File: src/rtl/clk_div_prog_if.sv
// Ratio-update handshake between a controller and clk_div_prog.
// The controller drives div_i/div_valid_i; the divider answers with div_ready_o.
interface clk_div_prog_if #(
    parameter int DIV_W = 8
);
    logic [DIV_W-1:0] div_i;
    logic             div_valid_i;
    logic             div_ready_o;

    modport master (output div_i, output div_valid_i, input  div_ready_o);
    modport slave  (input  div_i, input  div_valid_i, output div_ready_o);
endinterface

File: src/rtl/clk_div_prog.sv
// Runtime-programmable integer clock divider with a tick enable pulse.
// Ratio changes and start/stop take effect only on period boundaries.
module clk_div_prog #(
    parameter int DIV_W       = 8,
    parameter int DEFAULT_DIV = 2
) (
    input  logic             clk_i,
    input  logic             reset_n,
    input  logic             en_i,
    clk_div_prog_if.slave    div_if,
    input  logic             err_clr_i,
    output logic             clk_o,
    output logic             tick_o,
    output logic [DIV_W-1:0] cur_div_o,
    output logic             err_o
);

    typedef enum logic {ST_STOP, ST_RUN} state_t;

    state_t           state_q, state_d;
    logic [DIV_W-1:0] cnt_q, cnt_d;
    logic [DIV_W-1:0] cur_div_q, cur_div_d;
    logic [DIV_W-1:0] pend_div_q, pend_div_d;
    logic             pend_vld_q, pend_vld_d;
    logic             clk_q, clk_d;
    logic             tick_q, tick_d;
    logic             err_q, err_d;

    logic             xfer;
    logic             div_legal;
    logic             period_end;
    logic [DIV_W-1:0] cnt_inc;

    // High-phase length ceil(n/2); odd ratios are high-biased.
    function automatic logic [DIV_W-1:0] high_len(input logic [DIV_W-1:0] n);
        return (n >> 1) + {{(DIV_W-1){1'b0}}, n[0]};
    endfunction

    assign xfer       = div_if.div_valid_i & ~pend_vld_q;
    assign div_legal  = (div_if.div_i > DIV_W'(1));
    assign period_end = (cnt_q == (cur_div_q - DIV_W'(1)));
    assign cnt_inc    = cnt_q + DIV_W'(1);

    always_comb begin
        state_d    = state_q;
        cnt_d      = cnt_q;
        cur_div_d  = cur_div_q;
        pend_div_d = pend_div_q;
        pend_vld_d = pend_vld_q;
        clk_d      = 1'b0;
        tick_d     = 1'b0;
        err_d      = err_q;

        case (state_q)
            ST_STOP: begin
                cnt_d = '0;
                if (pend_vld_q) begin
                    cur_div_d  = pend_div_q;
                    pend_vld_d = 1'b0;
                end
                if (en_i) begin
                    state_d = ST_RUN;
                    clk_d   = 1'b1;
                    tick_d  = 1'b1;
                end
            end
            ST_RUN: begin
                if (period_end) begin
                    // The pending ratio lands here even if this edge also stops the clock.
                    cnt_d = '0;
                    if (pend_vld_q) begin
                        cur_div_d  = pend_div_q;
                        pend_vld_d = 1'b0;
                    end
                    if (en_i) begin
                        clk_d  = 1'b1;
                        tick_d = 1'b1;
                    end else begin
                        state_d = ST_STOP;
                    end
                end else begin
                    cnt_d = cnt_inc;
                    clk_d = (cnt_inc < high_len(cur_div_q));
                end
            end
            default: begin
                state_d = ST_STOP;
                cnt_d   = '0;
            end
        endcase

        // Transfers only happen with pending empty, so they never collide with an apply.
        if (xfer && div_legal) begin
            pend_vld_d = 1'b1;
            pend_div_d = div_if.div_i;
        end

        if (xfer && !div_legal)
            err_d = 1'b1;
        else if (err_clr_i)
            err_d = 1'b0;
    end

    always_ff @(posedge clk_i or negedge reset_n) begin
        if (!reset_n) begin
            state_q    <= ST_STOP;
            cnt_q      <= '0;
            cur_div_q  <= DIV_W'(DEFAULT_DIV);
            pend_vld_q <= 1'b0;
            clk_q      <= 1'b0;
            tick_q     <= 1'b0;
            err_q      <= 1'b0;
        end else begin
            state_q    <= state_d;
            cnt_q      <= cnt_d;
            cur_div_q  <= cur_div_d;
            pend_vld_q <= pend_vld_d;
            clk_q      <= clk_d;
            tick_q     <= tick_d;
            err_q      <= err_d;
        end
    end

    // Pending value is qualified by pend_vld_q, so it needs no reset.
    always_ff @(posedge clk_i) begin
        pend_div_q <= pend_div_d;
    end

    assign clk_o              = clk_q;
    assign tick_o             = tick_q;
    assign cur_div_o          = cur_div_q;
    assign err_o              = err_q;
    assign div_if.div_ready_o = ~pend_vld_q;

endmodule

File: src/flat_wrapper.sv
// flat-port wrapper written by rule: the top's interface ports become plain ports
module clk_div_prog_flat 
#(
    parameter int DIV_W       = 8,
    parameter int DEFAULT_DIV = 2
)
  (clk_i, reset_n, en_i, err_clr_i, clk_o, tick_o, cur_div_o, err_o, div_if_div_i, div_if_div_valid_i, div_if_div_ready_o);
  clk_div_prog_if #(.DIV_W(DIV_W)) div_if_i ();
  input  logic clk_i;
  input  logic reset_n;
  input  logic en_i;
  input  logic err_clr_i;
  output logic clk_o;
  output logic tick_o;
  output logic [DIV_W-1:0] cur_div_o;
  output logic err_o;
  input wire logic [$bits(div_if_i.div_i)-1:0] div_if_div_i;
  input wire logic [$bits(div_if_i.div_valid_i)-1:0] div_if_div_valid_i;
  output wire logic [$bits(div_if_i.div_ready_o)-1:0] div_if_div_ready_o;
  assign div_if_i.div_i = div_if_div_i;
  assign div_if_i.div_valid_i = div_if_div_valid_i;
  assign div_if_div_ready_o = div_if_i.div_ready_o;
  clk_div_prog #(.DIV_W(DIV_W), .DEFAULT_DIV(DEFAULT_DIV)) u_core (.clk_i(clk_i), .reset_n(reset_n), .en_i(en_i), .div_if(div_if_i), .err_clr_i(err_clr_i), .clk_o(clk_o), .tick_o(tick_o), .cur_div_o(cur_div_o), .err_o(err_o));
endmodule
File: config.mk
export PLATFORM = sky130hd
export DESIGN_NAME = clk_div_prog_flat
export DESIGN_NICKNAME = d
export VERILOG_FILES = /design/src/rtl/clk_div_prog_if.sv /design/src/rtl/clk_div_prog.sv /design/src/flat_wrapper.sv
export SDC_FILE = /design/constraint.sdc
export NUM_CORES = 1
export LEC_CHECK = 0
export ABC_AREA = 1
export CAP_MARGIN = 5
export CORE_AREA = 2 2 81 83
export DETAILED_ROUTE_END_ITERATION = 16
export DIE_AREA = 0 0 83 85
export GPL_TIMING_DRIVEN = 1
export HOLD_SLACK_MARGIN = 0.15
export MAX_ROUTING_LAYER = met4
export PLACE_DENSITY_LB_ADDON = 0.12
export SLEW_MARGIN = 15
export SYNTH_ARGS = -nofsm -noshare
export SYNTH_HDL_FRONTEND = slang
export SYNTH_SLANG_ARGS = --single-unit
File: constraint.sdc
create_clock -name clk_i -period 1.9 [get_ports clk_i]
set_input_delay 0.19 -clock clk_i [delete_from_list [all_inputs] [get_ports clk_i]]
set_output_delay 0.19 -clock clk_i [all_outputs]
set_load 0.05 [all_outputs]
==> impl_metrics.py, run 1 <==
metrics = {
    "status": {
        "status": "finished with violations",
        "violations": "negative setup slack",
    },
    "sta": {
        "setup_viol": 20,
        "setup_ws_ps": -254,
        "fin_setup_tns_ps": -2850,
        "report.final.slew_viol_count": 0,
        "clock_skew_ps": 4.85,
        "finalHoldViolations": 0,
        "period_needed_ps": 2150,
        "rsz0062_at_grt": "yes",
        "slew-limit-headroom_pct": 59.9,
        "tightestPinTransition_ps": 599,
        "final.period_utilization_pct": 113,
        "fmax_ghz": 0.464,
    },
    "setup_path": {
        "path_delay_family": "simple AND/OR/NAND/NOR gates",
        "startpoint": "u_core.cur_div_o[1]$_DFFE_PN1P_",
        "r2r-end": "u_core.clk_o$_DFF_PN0_",
        "crit_end": "u_core.clk_o$_DFF_PN0_",
        "r2r_slack_ps": -250,
        "path_max_fanout": 2,
        "critical_path_depth": 11,
        "critPathCaptureType": "flip-flop",
        "cp-start-kind": "flip-flop",
        "worstPathCellList": "ha_4 -> nand3_2 -> nand3b_1 -> nor2_1 -> nand2_1 -> ha_4 -> inv_2 -> o31ai_2 -> a21oi_1 -> nand3_1 -> nand2_1",
        "cp.required_ps": 2070,
        "crit_arrival_ps": 2330,
        "slowest_stage": "dfstp_4",
        "slowest_delay_ps": 630,
        "r2r-start": "u_core.cur_div_o[1]$_DFFE_PN1P_",
        "worstSetupPathType": "reg2reg",
        "r2r_cells": 11,
        "crit_buf_inv": 1,
    },
    "global_routing": {
        "grt_pass1_wl_mm": 6.46,
        "grt_usage_pct": 11.9,
        "grt.overflow.total": 0,
        "grt_pass1_vias": 1405,
        "antenna_found_initial": 0,
        "grt_max_degree": 22,
    },
    "power_and_ir_drop": {
        "pwr-share-comb_pct": 2.8,
        "p_seq_share_pct": 47.0,
        "irDropWorstVdd_mv": 0.389,
        "swShare_pct": 19.9,
        "p_sw_w": 0.000272,
        "power.leakage_nw": 1.28,
        "clkPwrFrac_pct": 50.2,
        "power_density_mw_per_mm2": 523,
        "intPower_w": 0.00109,
    },
    "floorplan": {
        "fp.dieH_um": 85,
        "num_io_pins": 25,
        "die_w_um": 83,
        "initial_core_util_pct": 28.7,
        "core_area_sq_mm": 0.00620,
        "rows": 29,
        "die_area_sq_mm": 0.00706,
    },
    "placement": {
        "dp_hpwl_mm": 2.95,
        "placed_cells": 336,
        "gp_congestion": 0.749,
        "portBuffers": 24,
    },
    "route": {
        "num_vias": 1497,
        "vias_per_cell": 4.28,
        "first_pass_iters": 4,
        "wl_per_cell_um": 11.7,
        "detail-route-antenna-nets": 0,
        "drtIter0Drc": 68,
        "wl_mm": 4.09,
        "drc": 0,
    },
    "synth": {
        "syn-cell-area_sq_mm": 0.00178,
        "yosys_warnings": 0,
        "synth-seq-area-share_pct": 43.0,
        "synth-seq-cells": 29,
        "yosysTopAreaCellShare_pct": 28.1,
        "synth_cell_types": 27,
        "synth.area.top_cells": "dfrtp_1, edfxtp_1, nand2_1",
        "synth_top_area_cell": "dfrtp_1",
        "synth_nets": 238,
        "syn_inst": 214,
        "syn_area_per_cell_sq_um": 8.33,
    },
    "layout": {
        "drive_gt1_share_pct": 28.6,
        "antenna-diode-count": 0,
        "utilization_pct": 42.0,
        "final_cells": 350,
        "nets": 296,
        "final_common_cell": "nand2_1",
        "final_cell_mix": "nand2_1, buf_4, inv_1",
        "area_growth_pct": 46.2,
    },
    "cts": {
        "cts.sinks": 29,
        "cts_tree": "built",
        "cts_buffers": 5,
        "ctsHoldBuffers": 0,
        "clockBufferDepth": 2,
        "clk_pin_slew_ps": 70,
        "insertion_delay_ps": 280,
        "root_buffer": "clkbuf_8",
        "cts-htree-levels": 2,
    },
    "run": {
        "cap_violations": 0,
    },
    "worst_hold_path": {
        "hold_path.class": "in2async",
    },
}
registers in the layout (all words and copies together), names as in the netlist:
register	count
u_core.cnt_q	8
u_core.state_q	1
u_core.clk_o	1
u_core.err_o	1
u_core.tick_o	1
u_core.pend_vld_q	1
u_core.cur_div_o	8
u_core.pend_div_q	8
synth_stat cells:
master and count:
buf_12 1, o31ai_1 1, a21oi_1 5, nand2_1 58, inv_2 1, clkbuf_1 1, ha_1 11, clkbuf_2 2
inv_1 29, nand2_2 2, buf_4 1, nand3_2 1, nor2_1 21, nand3_1 19, nor2_8 1, dfstp_2 1
xor2_1 13, o21ai_0 2, nor4_1 1, buf_6 3, xnor2_1 4, o22ai_2 1, o21ai_2 1, dfrtp_1 20
nand3b_1 3, edfxtp_1 8, nor3_1 3
kinds of logic (layout without fill, tap and decap cells):
kind of cell | after synthesis | count (layout) | synth area share [%]
AOI/OAI and AO/OA | 10 | 10 | 3.58
xor gates and xnor gates | 17 | 17 | 8.35
buffers and inverters | 38 | 97 | 10.5
and+or+nand+nor | 109 | 109 | 26.8
DFF | 29 | 29 | 43.0
adders and majority gates | 11 | 11 | 7.72
area by class of cell:
class	count	area [sq um]
repair buffers	59	547
fillers	628	3600
flip-flops and latches	29	772
clock inverters	2	37.5
well taps	77	96.3
multi-input cells	147	958
clock buffers	6	82.6
inverters	30	113
worst min path at each step:
stage | from | end | slack [ps] | depth (start not counted)
floorplan | reset_n | u_core.clk_o$_DFF_PN0_ | -110 | 0
global placement | u_core.pend_div_q[3]$_DFFE_PP_ | u_core.cur_div_o[3]$_DFFE_PN0P_ | 460 | 2
detailed placement | u_core.pend_div_q[2]$_DFFE_PP_ | u_core.cur_div_o[2]$_DFFE_PN0P_ | 470 | 2
CTS | reset_n | u_core.err_o$_DFFE_PN0P_ | 260 | 2
global route | reset_n | u_core.err_o$_DFFE_PN0P_ | 270 | 2
finish | reset_n | u_core.err_o$_DFFE_PN0P_ | 250 | 2
metrics by stage:
| step | worst slack, ps | total power (W) | hold slack (ps) | cell area (sq um) |
|---|---|---|---|---|
| after floorplan | -254 | 0.000655 | -106 | 1810 |
| after global placement | -214 | 0.000693 | 461 | 2290 |
| after detailed placement | -248 | 0.000693 | 466 | 2290 |
| after CTS | -241 | 0.00138 | 258 | 2460 |
| after global routing | -397 | 0.00141 | 272 | 2610 |
| final | -254 | 0.00136 | 248 | 2610 |
power groups by stage:
stage / clock (W) / combinational, W / sequential (W)
floorplan: 0 / 0.00000176 / 0.000653
global placement: 0 / 0.0000398 / 0.000653
detailed placement: 0 / 0.0000397 / 0.000653
CTS: 0.000700 / 0.0000397 / 0.000641
global route: 0.000730 / 0.0000440 / 0.000640
finish: 0.000683 / 0.0000382 / 0.000641
timing repair:
item | 4_1_cts | 5_1_grt
setup endpoints to repair | 20 | 21
gates cloned | 0 | 3
pin swaps | 3 | 9
resized for setup | 7 | 17
setup buffers | 1 | 2
worst register-to-register path: cells and delay by family, from the launching register on:
kind	cells	cell delay, ps
and+or+nand+nor	6	660
DFF	1	630
adders and majority gates	2	430
AOI/OAI and AO/OA	2	270
buffers and inverters	1	40
layer usage:
layer	vias to the layer above	global-route usage [%]	routed length, um
met3	5	3.02	143
li1	785	-	-
met5	-	-	0
met1	680	14.5	1900
met4	0	4.47	31
met2	27	19.1	2020
No activity file was read; power rests on OpenSTA's default activity.
==> run 2, diff against run 1 <==
CAP_MARGIN = default   (was 5)
SKIP_CTS_REPAIR_TIMING = 1   (was default)
==> run 2 against run 1 <==
Compared with the run above: the run still ends with negative setup slack left; cell count down 1.1%; die area unchanged; total power down 0.22%; clock skew decreased by 2.9 ps; combinational power barely moved; via count down 2.8%; wire length shrank 7.0%; sequential power barely moved; register-to-register slack about the same; flip-flop and latch count unchanged; global-route usage stayed put; critical path type unchanged; largest cell class unchanged; largest power group unchanged.
==> impl_metrics.py, run 2 (synthesis gave the netlist of run 1 again) <==
metrics = {
    "sta": {
        "setup_viol": 20,
        "final.period_utilization_pct": 114,
        "report.final.slew_viol_count": 0,
        "finalHoldViolations": 0,
        "fin_setup_tns_ps": -2870,
        "fmax_ghz": 0.464,
        "tightestPinTransition_ps": 599,
        "clock_skew_ps": 1.99,
        "rsz0062_at_grt": "yes",
        "slew-limit-headroom_pct": 60.0,
        "setup_ws_ps": -257,
        "period_needed_ps": 2160,
    },
    "layout": {
        "final_cells": 346,
        "final_common_cell": "nand2_1",
        "drive_gt1_share_pct": 22.3,
        "multiInputGateArea_sq_um": 876,
        "fillCellCount": 648,
        "nets": 292,
        "seqCellArea_sq_um": 772,
        "design_area_sq_mm": 0.00245,
        "area_growth_pct": 37.4,
        "final_cell_mix": "nand2_1, buf_4, inv_1",
        "antenna-diode-count": 0,
    },
    "power_and_ir_drop": {
        "design_power_total_w": 0.00136,
        "power.leakage_nw": 1.19,
        "power_density_mw_per_mm2": 555,
        "irDropWorstVdd_mv": 0.384,
    },
    "route": {
        "drtIter0Drc": 64,
        "first_pass_iters": 3,
        "wl_mm": 3.80,
        "drc": 0,
        "wl_met2_mm": 1.79,
        "topRoutingLayerUsed": "met4",
        "detail-route-antenna-nets": 0,
        "vias_per_cell": 4.21,
        "wl_per_cell_um": 11.0,
        "drt-met1-wl_mm": 1.82,
        "met3WireLength_um": 129,
        "num_vias": 1455,
    },
    "setup_path": {
        "crit_buf_inv": 1,
        "path_max_fanout": 3,
        "cp-start-kind": "flip-flop",
        "path_delay_family": "simple AND/OR/NAND/NOR gates",
        "crit_arrival_ps": 2330,
        "worstPathCellList": "ha_4 -> nand3_2 -> nand3b_1 -> nor2_1 -> nand2_1 -> ha_4 -> inv_1 -> o31ai_2 -> a21oi_1 -> nand3_1 -> nand2_1",
        "slowest_stage": "dfstp_4",
        "worstSetupPathType": "reg2reg",
        "critPathCaptureType": "flip-flop",
        "slowest_delay_ps": 630,
        "cp.required_ps": 2070,
    },
    "global_routing": {
        "antenna_found_initial": 0,
        "grt_usage_pct": 11.9,
        "grt.overflow.total": 0,
        "grt_pass1_vias": 1390,
        "grt_max_degree": 22,
        "grt_pass1_wl_mm": 6.44,
    },
    "cts": {
        "insertion_delay_ps": 280,
        "cts_tree": "built",
        "clockBufferDepth": 2,
        "root_buffer": "clkbuf_8",
        "clk_pin_slew_ps": 70,
        "cts_buffers": 5,
        "cts-htree-levels": 2,
        "cts.sinks": 29,
    },
    "floorplan": {
        "die_area_sq_mm": 0.00706,
        "rows": 29,
        "fp.dieH_um": 85,
        "core_area_sq_mm": 0.00620,
        "initial_core_util_pct": 28.7,
        "num_io_pins": 25,
        "die_w_um": 83,
    },
    "status": {
        "violations": "negative setup slack",
        "status": "finished with violations",
    },
    "worst_hold_path": {
        "hold_path.class": "in2async",
    },
    "placement": {
        "place_ws_ps": -248,
        "place_area_sq_mm": 0.00229,
        "gp_congestion": 0.749,
        "dp_hpwl_mm": 2.95,
        "portBuffers": 24,
        "placed_cells": 336,
    },
    "run": {
        "cap_violations": 0,
    },
}
## run 2: cell types whose count changed in the layout (fill, tap and decap cells not counted), sizes merged
cell / change
buf: -2
clkbuf: -2
clkdlybuf4s50: +2
dlymetal6s2s: -2
## run 2: final cells by class
| class | instances | area share (%) |
|---|---|---|
| Sequential cell | 29 | 31.5 |
| Timing Repair Buffer | 55 | 19.3 |
| Multi-Input combinational cell | 147 | 35.8 |
| Tap cell | 77 | 3.93 |
| Clock buffer | 6 | 3.37 |
| Inverter | 30 | 4.60 |
| Clock inverter | 2 | 1.53 |
## run 2: worst paths after layout
kind	slack [ps]	endpoint	from	cells past startpoint
max in group asynchronous	1380	u_core.cur_div_o[1]$_DFFE_PN1P_	reset_n	2
hold reg to reg	480	u_core.cur_div_o[2]$_DFFE_PN0P_	u_core.pend_div_q[2]$_DFFE_PP_	2
hold / removal	250	u_core.err_o$_DFFE_PN0P_	reset_n	2
setup reg to reg	-260	u_core.clk_o$_DFF_PN0_	u_core.cur_div_o[1]$_DFFE_PN1P_	11
min in group clk_i	460	u_core.pend_div_q[0]$_DFFE_PP_	div_if_div_i[0]	1
setup / recovery	-260	u_core.clk_o$_DFF_PN0_	u_core.cur_div_o[1]$_DFFE_PN1P_	11
## run 2: metrics by stage
step	hold slack, ps	util (%)
global route	272	39.5
global placement	461	36.9
finish	252	39.5
CTS	258	38.9
detailed placement	466	36.9
floorplan	-106	-
## run 2: power by group
group	switching [W]	total (W)	leakage, nW	internal [W]
registers	0.0000000000000000000278	0.000641	0.336	0.000641
clock network	0.000254	0.000680	0.0574	0.000426
logic	0.0000144	0.0000382	0.796	0.0000238
total	0.000268	0.00136	1.19	0.00109
## run 2: routing by layer
layer / vias up / global-route usage (%)
li1: 778 / -
met1: 648 / 14.6
met2: 23 / 19.0
met3: 6 / 3.02
met4: 0 / 4.47
met5: - / -
